`config.mk`:
```
export PLATFORM = sky130hd
export DESIGN_NAME = mul_unit
export DESIGN_NICKNAME = d
export VERILOG_FILES = /design/src/rtl/rv32i_types.sv /design/src/rtl/mul_unit_array.sv /design/src/rtl/mul_unit.sv
export SDC_FILE = /design/constraint.sdc
export NUM_CORES = 2
export LEC_CHECK = 0
export BUFFER_PORTS_ARGS = -buffer_cell sky130_fd_sc_hd__buf_2
export CAP_MARGIN = 20
export CORE_ASPECT_RATIO = 0.9
export CORE_MARGIN = 2
export CORE_UTILIZATION = 40
export DETAILED_ROUTE_END_ITERATION = 16
export HOLD_SLACK_MARGIN = 0.12
export SYNTH_ARGS = -nofsm -noshare
export SYNTH_HDL_FRONTEND = slang
export SYNTH_SLANG_ARGS = --single-unit
```
`constraint.sdc`:
```
create_clock -name clk -period 9.14 [get_ports clk]
set_input_delay 1.371 -clock clk [delete_from_list [all_inputs] [get_ports clk]]
set_output_delay 1.371 -clock clk [all_outputs]
set_load 0.01 [all_outputs]
```
`src/rtl/rv32i_types.sv`:
```
// Shared RV32 types: the M-extension multiply funct3 encodings.
package rv32i_types;
  localparam int XLEN = 32;

  typedef enum logic [2:0] {
    mul    = 3'b000,
    mulh   = 3'b001,
    mulhsu = 3'b010,
    mulhu  = 3'b011
  } m_funct3_t;
endpackage

```
`src/rtl/mul_unit_array.sv`:
```
// Unsigned W x W -> 2W combinational array multiplier (shifted partial-product rows).
module mul_unit_array #(
  parameter int W = 32
) (
  input  logic [W-1:0]   a,
  input  logic [W-1:0]   b,
  output logic [2*W-1:0] f
);
  logic [W-1:0][2*W-1:0] w_pp;

  genvar gi;
  generate
    for (gi = 0; gi < W; gi++) begin : g_row
      assign w_pp[gi] = b[gi] ? ({{W{1'b0}}, a} << gi) : '0;
    end
  endgenerate

  always_comb begin
    f = '0;
    for (int i = 0; i < W; i++) f = f + w_pp[i];
  end
endmodule

```
`src/rtl/mul_unit.sv`:
```
// RV32M multiply unit: IDLE -> PREP (magnitudes) -> MUL (unsigned product) -> FIX (sign, half-select).
module mul_unit
  import rv32i_types::*;
(
  input  logic        clk,
  input  logic        rst_n,
  input  logic        start,
  input  logic [2:0]  funct3,
  input  logic [31:0] rs1_data,
  input  logic [31:0] rs2_data,
  input  logic        flush,
  output logic        ready,
  output logic        done,
  output logic [31:0] result
);
  typedef enum logic [1:0] {IDLE, PREP, MUL, FIX} state_e;

  state_e      r_state, w_next;
  m_funct3_t   r_op;
  logic [31:0] r_a, r_b, r_mag_a, r_mag_b, r_result;
  logic        r_neg, r_done;
  logic [63:0] r_prod, w_prod, w_prod_fix;
  logic        w_accept, w_sa, w_sb;
  logic [31:0] w_mag_a, w_mag_b, w_sel;

  assign w_accept = (r_state == IDLE) && start && !flush && !funct3[2];

  always_comb begin
    w_next = r_state;
    if (flush) w_next = IDLE;
    else begin
      case (r_state)
        IDLE:    if (w_accept) w_next = PREP;
        PREP:    w_next = MUL;
        MUL:     w_next = FIX;
        FIX:     w_next = IDLE;
        default: w_next = IDLE;
      endcase
    end
  end

  // MUL and MULHU see both operands as unsigned; 0x80000000 negates to itself.
  assign w_sa    = ((r_op == mulh) || (r_op == mulhsu)) && r_a[31];
  assign w_sb    = (r_op == mulh) && r_b[31];
  assign w_mag_a = w_sa ? (~r_a + 32'd1) : r_a;
  assign w_mag_b = w_sb ? (~r_b + 32'd1) : r_b;

  mul_unit_array #(.W(32)) u_array (
    .a (r_mag_a),
    .b (r_mag_b),
    .f (w_prod)
  );

  assign w_prod_fix = r_neg ? (~r_prod + 64'd1) : r_prod;
  assign w_sel      = (r_op == mul) ? w_prod_fix[31:0] : w_prod_fix[63:32];

  always_ff @(posedge clk or negedge rst_n) begin
    if (!rst_n) begin
      r_state  <= IDLE;
      r_op     <= mul;
      r_a      <= '0;
      r_b      <= '0;
      r_mag_a  <= '0;
      r_mag_b  <= '0;
      r_neg    <= 1'b0;
      r_prod   <= '0;
      r_result <= '0;
      r_done   <= 1'b0;
    end else begin
      r_state <= w_next;
      r_done  <= (r_state == FIX) && !flush;
      if (w_accept) begin
        r_op <= m_funct3_t'(funct3);
        r_a  <= rs1_data;
        r_b  <= rs2_data;
      end
      if (r_state == PREP && !flush) begin
        r_mag_a <= w_mag_a;
        r_mag_b <= w_mag_b;
        r_neg   <= w_sa ^ w_sb;
      end
      if (r_state == MUL && !flush) r_prod <= w_prod;
      if (r_state == FIX && !flush) r_result <= w_sel;
    end
  end

  assign ready  = (r_state == IDLE);
  assign done   = r_done;
  assign result = r_result;
endmodule

```
# --- After elaboration in Yosys (flattened, before gate mapping) ---
# Cells that the tools add are included.
word_totals:
  regBits: 231
  input_bits: 71
  output_inout_bits: 34
op_classes:
  add_sub_neg: 34
  eq_ne: 6
  mux: 39
  n_bitwise: 4
  reduce_logical: 13
op_table:
  columns: ["op", "n"]
  rows:
  - ["$add A64 B64 Y64", 14]
  - ["$mux W32", 4]
  - ["$add A32 B1 Y32 const B", 2]
  - ["$add A64 B1 Y64 const B", 1]
  - ["$add A64 B40 Y64", 1]
  - ["$add A64 B48 Y64", 1]
  - ["$add A64 B49 Y64", 1]
  - ["$add A64 B50 Y64", 1]
  - ["$add A64 B51 Y64", 1]
  - ["$add A64 B52 Y64", 1]
  - ["$add A64 B53 Y64", 1]
  - ["$add A64 B54 Y64", 1]
  - ["$add A64 B55 Y64", 1]
  - ["$add A64 B56 Y64", 1]
  - ["$add A64 B57 Y64", 1]
  - ["$add A64 B58 Y64", 1]
  - ["$add A64 B59 Y64", 1]
  - ["$add A64 B60 Y64", 1]
  - ["$add A64 B61 Y64", 1]
  - ["$add A64 B62 Y64", 1]
  - ["$add A64 B63 Y64", 1]
  - ["$mux W64", 1]
  - ["$not A32 Y32", 2]
  - ["$not A64 Y64", 1]
  - ["other kinds (44)", 54]

# --- Logic depth before layout (Yosys ltp) ---
logic_depth:
  depth_word: 32
  depth_mapped: 28
  depth_no_buf: 26

# --- Hierarchy ---
# From an unflattened synthesis, not the netlist that was laid out.
unflattened:
  cells_unflattened: 4846
  area_unflattened_um2: 44701.6
by_module_without_submodules:
  columns: ["module", "instances", "cells_each", "area_each_um2"]
  rows:
  - ["mul_unit_array", 1, 3683, 32760.2]
  - ["mul_unit", 1, 1163, 11941.5]

# --- Worst setup path before layout ---
# Ideal clock, no wire load.
synth_timing:
  path_kind: "reg2reg"
  start: "register r_mag_a[14]"
  end: "register r_prod[55]"
  arrival_ns: 6.906
  path_slack_ns: 2.107
  stages_incl_launch_ff: 27
  period_less_slack_ns: 7.033
  cell_sequence: "dfrtp_1 -> clkbuf_1 -> clkbuf_1 -> nand2_1 -> fa_1 -> inv_1 -> fa_1 -> fa_1 -> inv_1 -> fa_1 -> inv_1 -> fa_1 -> fa_1 -> fa_1 -> inv_1 -> fa_1 -> inv_1 -> ha_1 -> nand2_1 -> o21ai_0 -> a21o_1 -> a21oi_1 -> a2111oi_0 -> nor2_1 -> o211ai_1 -> a2111oi_0 -> nand3b_1"
synth_via:
  elab_chain_len: 32
  elab_cells_between_ends: 63
  cone_classes: "add/sub (31); mux (32)"
synth_rtl:
  columns: ["item", "line", "source"]
  rows:
  - ["start: declaration", "mul_unit.sv:20", "logic [31:0] r_a, r_b, r_mag_a, r_mag_b, r_result;"]
  - ["start signal: assignment", "mul_unit.sv:78", "r_mag_a <= w_mag_a;"]
  - ["$mux W32 or $mux W33 (tied branches)", "mul_unit_array.sv:14", "assign w_pp[gi] = b[gi] ? ({{W{1'b0}}, a} << gi) : '0;"]
  - ["$add A64 B64 Y64 (7 in a row)", "mul_unit_array.sv:20", "for (int i = 0; i < W; i++) f = f + w_pp[i];"]
  - ["$add A64 B40 Y64", "mul_unit_array.sv:20", null]
  - ["$add A64 B64 Y64 (7 in a row)", "mul_unit_array.sv:20", null]
  - ["$add A64 B48 Y64", "mul_unit_array.sv:20", null]
  - ["$add A64 B49 Y64", "mul_unit_array.sv:20", null]
  - ["$add A64 B50 Y64", "mul_unit_array.sv:20", null]
  - ["$add A64 B51 Y64", "mul_unit_array.sv:20", null]
  - ["[... 4 more ...]", null, null]
  - ["$add A64 B56 Y64", "mul_unit_array.sv:20", null]
  - ["$add A64 B57 Y64", "mul_unit_array.sv:20", null]
  - ["$add A64 B58 Y64", "mul_unit_array.sv:20", null]
  - ["$add A64 B59 Y64", "mul_unit_array.sv:20", null]
  - ["$add A64 B60 Y64", "mul_unit_array.sv:20", null]
  - ["$add A64 B61 Y64", "mul_unit_array.sv:20", null]
  - ["$add A64 B62 Y64", "mul_unit_array.sv:20", null]
  - ["$add A64 B63 Y64 (*)", "mul_unit_array.sv:20", null]
  - ["end signal: assignment", "mul_unit.sv:82", "if (r_state == MUL && !flush) r_prod <= w_prod;"]
  - ["end: declaration", "mul_unit.sv:22", "logic [63:0] r_prod, w_prod, w_prod_fix;"]
# Mark *: on every way between the ends. The rest lies on a longest branch, timed or not.
# A chain may end at the register's enable or synchronous reset.

# --- Worst setup path after layout ---
layout_timing:
  start: "register r_mag_b[23]"
  end: "register r_prod[62]"
layout_via:
  elab_chain_len: 10
layout_rtl:
  columns: ["item", "line", "source"]
  rows:
  - ["start: declaration", "mul_unit.sv:20", null]
  - ["start signal: assignment", "mul_unit.sv:79", "r_mag_b <= w_mag_b;"]
  - ["$mux W55", "mul_unit_array.sv:14", null]
  - ["$add A64 B55 Y64", "mul_unit_array.sv:20", null]
  - ["$add A64 B56 Y64", "mul_unit_array.sv:20", null]
  - ["$add A64 B57 Y64", "mul_unit_array.sv:20", null]
  - ["$add A64 B58 Y64", "mul_unit_array.sv:20", null]
  - ["$add A64 B59 Y64", "mul_unit_array.sv:20", null]
  - ["$add A64 B60 Y64", "mul_unit_array.sv:20", null]
  - ["$add A64 B61 Y64", "mul_unit_array.sv:20", null]
  - ["$add A64 B62 Y64", "mul_unit_array.sv:20", null]
  - ["$add A64 B63 Y64", "mul_unit_array.sv:20", null]
# Every way passes these cells.

==> impl_metrics.env <==
export IMPL_die_h_um=317
export IMPL_syn_nets=6039
export IMPL_layout_cells_non_filler=6242
export IMPL_wire_per_inst_um=18.2
export IMPL_die_w_um=352
export IMPL_synthFlopType="dfrtp_1"
export IMPL_cp_arrival_ns=8.71
export IMPL_tightest_slew_ns=1.11
export IMPL_drv_slew=0
export IMPL_ant_nets=0
export IMPL_clk_latency_ns=0.59
export IMPL_max_freq_mhz=122
export IMPL_multi_input_comb_area_mm2=0.0334
export IMPL_gp_congestion=0.914
export IMPL_dp_cells=6182
export IMPL_ioPinCount=105
export IMPL_drcViolationCount=0
export IMPL_cpPeakStageDelay_ns=0.82
export IMPL_period_minus_slack_ns=8.21
export IMPL_crit_fanout=12
export IMPL_drtIter0Drc=1892
export IMPL_post_cts_setup_buffers=0
export IMPL_ys_seq_elements=231
export IMPL_antenna_found_initial=2
export IMPL_crit_path_top_delay_cell="dfrtp_1"
export IMPL_cap_violations=0
export IMPL_port_buffers=104
export IMPL_hold_path_class="reg2reg"
export IMPL_grt_usage_pct=21.3
export IMPL_fin_skew_ns=0.0194
export IMPL_worst_path_buf_inv=6
export IMPL_cts_sinks=231
export IMPL_htreeDepth=1
export IMPL_first_pass_iters=5
export IMPL_grt_pass1_vias=34200
export IMPL_grt_overflow=0
export IMPL_nets=6004
export IMPL_row_count=114
export IMPL_start_util_pct=40.4
export IMPL_worstSetupEndpointType="register"
export IMPL_yosys_area_top_type="fa_1"
export IMPL_die_area_mm2=0.111
export IMPL_rsz0062_at_grt="no"
export IMPL_hold_viol=0
export IMPL_synth_async_sr_flop_share_pct=100
export IMPL_synth_top_cell_area_share_pct=41.5
export IMPL_drive_gt1_share_pct=7.24
export IMPL_critPathKind="reg2reg"
export IMPL_final_cell_mix="nand2_1, fa_1, inv_1"
export IMPL_crit_top_cell="fa_1"
export IMPL_path_delay_family="adder cells"
export IMPL_cts_buffer_depth=3
export IMPL_setup_viol=0
export IMPL_grt_pass1_wl_um=188000
export IMPL_drt_wl_total_um=114000
export IMPL_synth_avg_cell_area_um2=9.06
export IMPL_startpoint_type="register"
export IMPL_final_common_cell="nand2_1"
export IMPL_avgViaCountPerCell=5.13
export IMPL_fin_crit_sh_pct=89.8
export IMPL_grt_max_degree=133
export IMPL_area_growth_pct=7.48
export IMPL_max_slew_margin_pct=25.7
export IMPL_vias=32000
export IMPL_seqCellArea_mm2=0.00578
export IMPL_ys_seq_area_share_pct=13.3
export IMPL_rrSetupSlack_ns=0.93
export IMPL_path_clk_slew_ns=0.06
export IMPL_cts_hold_buffers=0
export IMPL_numCtsBuffers=30
export IMPL_synth_edff_count=0
export IMPL_setup_tns_ns=0
export IMPL_synth_warnings=0
export IMPL_syn_cell_area_mm2=0.0435
export IMPL_fillers=10700
export IMPL_cts_tree="yes"
export IMPL_core_mm2=0.108
export IMPL_syn_inst=4802
export IMPL_clock_root_buffer="clkbuf_16"
export IMPL_holdWs_ns=0.475
export IMPL_status="completed"
export IMPL_synth_area_top_cells="fa_1, dfrtp_1, nand2_1"
export IMPL_yosysUniqueCellTypes=71
export IMPL_post_cts_resized=0
export IMPL_hpwl_um=93800
export IMPL_crit_required_ns=9.64
-- synthesized netlist by cell type (6+ instances only) --
cell type	count
clkbuf_1	262
nand4_1	12
and3_1	12
a31oi_1	13
nor2b_1	6
or3_1	23
fa_1	902
or2_2	9
and2_1	305
o21ai_0	191
o221ai_1	9
nand2_1	997
o21a_1	7
or4_1	10
nor2_1	81
o21bai_1	12
nand3_1	29
nor4_1	14
xnor2_1	72
a21o_1	28
o41ai_1	10
inv_1	890
nand2b_1	13
xor2_1	96
mux2_2	61
nor3_1	31
a21oi_1	101
dfrtp_1	231
ha_1	264
o31ai_1	38
o211ai_1	7
-- path summary, 6_finish.rpt --
path                        startpoint         end  cells past startpoint
setup / recovery           r_mag_b[23]  r_prod[62]                     25
hold / removal               result[9]   result[9]                      2
setup reg to reg           r_mag_b[23]  r_prod[62]                     25
hold reg to reg              result[9]   result[9]                      2
max in group asynchronous        rst_n  result[24]                      2
min in group asynchronous        rst_n     r_a[15]                      1
-- registers in the layout, indices dropped and copies added, names as in the netlist --
name	count
r_mag_a	32
r_state	2
r_prod	64
r_a	32
r_op	3
r_b	32
r_neg	1
done	1
result	32
r_mag_b	32
-- metal layers --
metal | global-route usage [%] | routed length (um)
met1 | 30.2 | 51100
met2 | 35.3 | 54200
met3 | 2.06 | 5750
met4 | 4.95 | 2710
met5 | 0 | 13
-- tightest hold or removal path: cells and delay by family, from the launching register on --
family          cells  cell delay (ns)
simple gates        1             0.05
flops               1             0.34
compound gates      1             0.06
-- through the flow --
step	util (%)	setup slack, ns	cell area, um2
2_1_floorplan	-	2.11	43500
3_3_place_gp	42.3	1.09	45600
3_5_place_dp	42.3	0.996	45600
4_1_cts	43.4	0.967	46700
5_1_grt	43.4	0.560	46800
6_report	43.4	0.933	46800
-- layout make-up --
| type | instances | area share, % |
|---|---|---|
| Multi-Input combinational cell | 3415 | 71.5 |
| Inverter | 890 | 7.14 |
| Clock buffer | 40 | 1.84 |
| Antenna cell | 1 | 0.00535 |
| Tap cell | 1450 | 3.88 |
| Timing Repair Buffer | 199 | 2.80 |
| Clock inverter | 16 | 0.511 |
| Sequential cell | 231 | 12.4 |
-- kinds of logic after synthesis --
family | synth area share, %
muxes | 1.65
xor gates and xnor gates | 3.38
buffers and inverters | 9.97
DFF | 13.3
AOI/OAI and AO/OA | 6.28
and+or+nand+nor | 16.4
adders and majority gates | 49.1
Power is not shown: default switching activity piles up to over one toggle a cycle in this logic, so the estimate is an artifact.
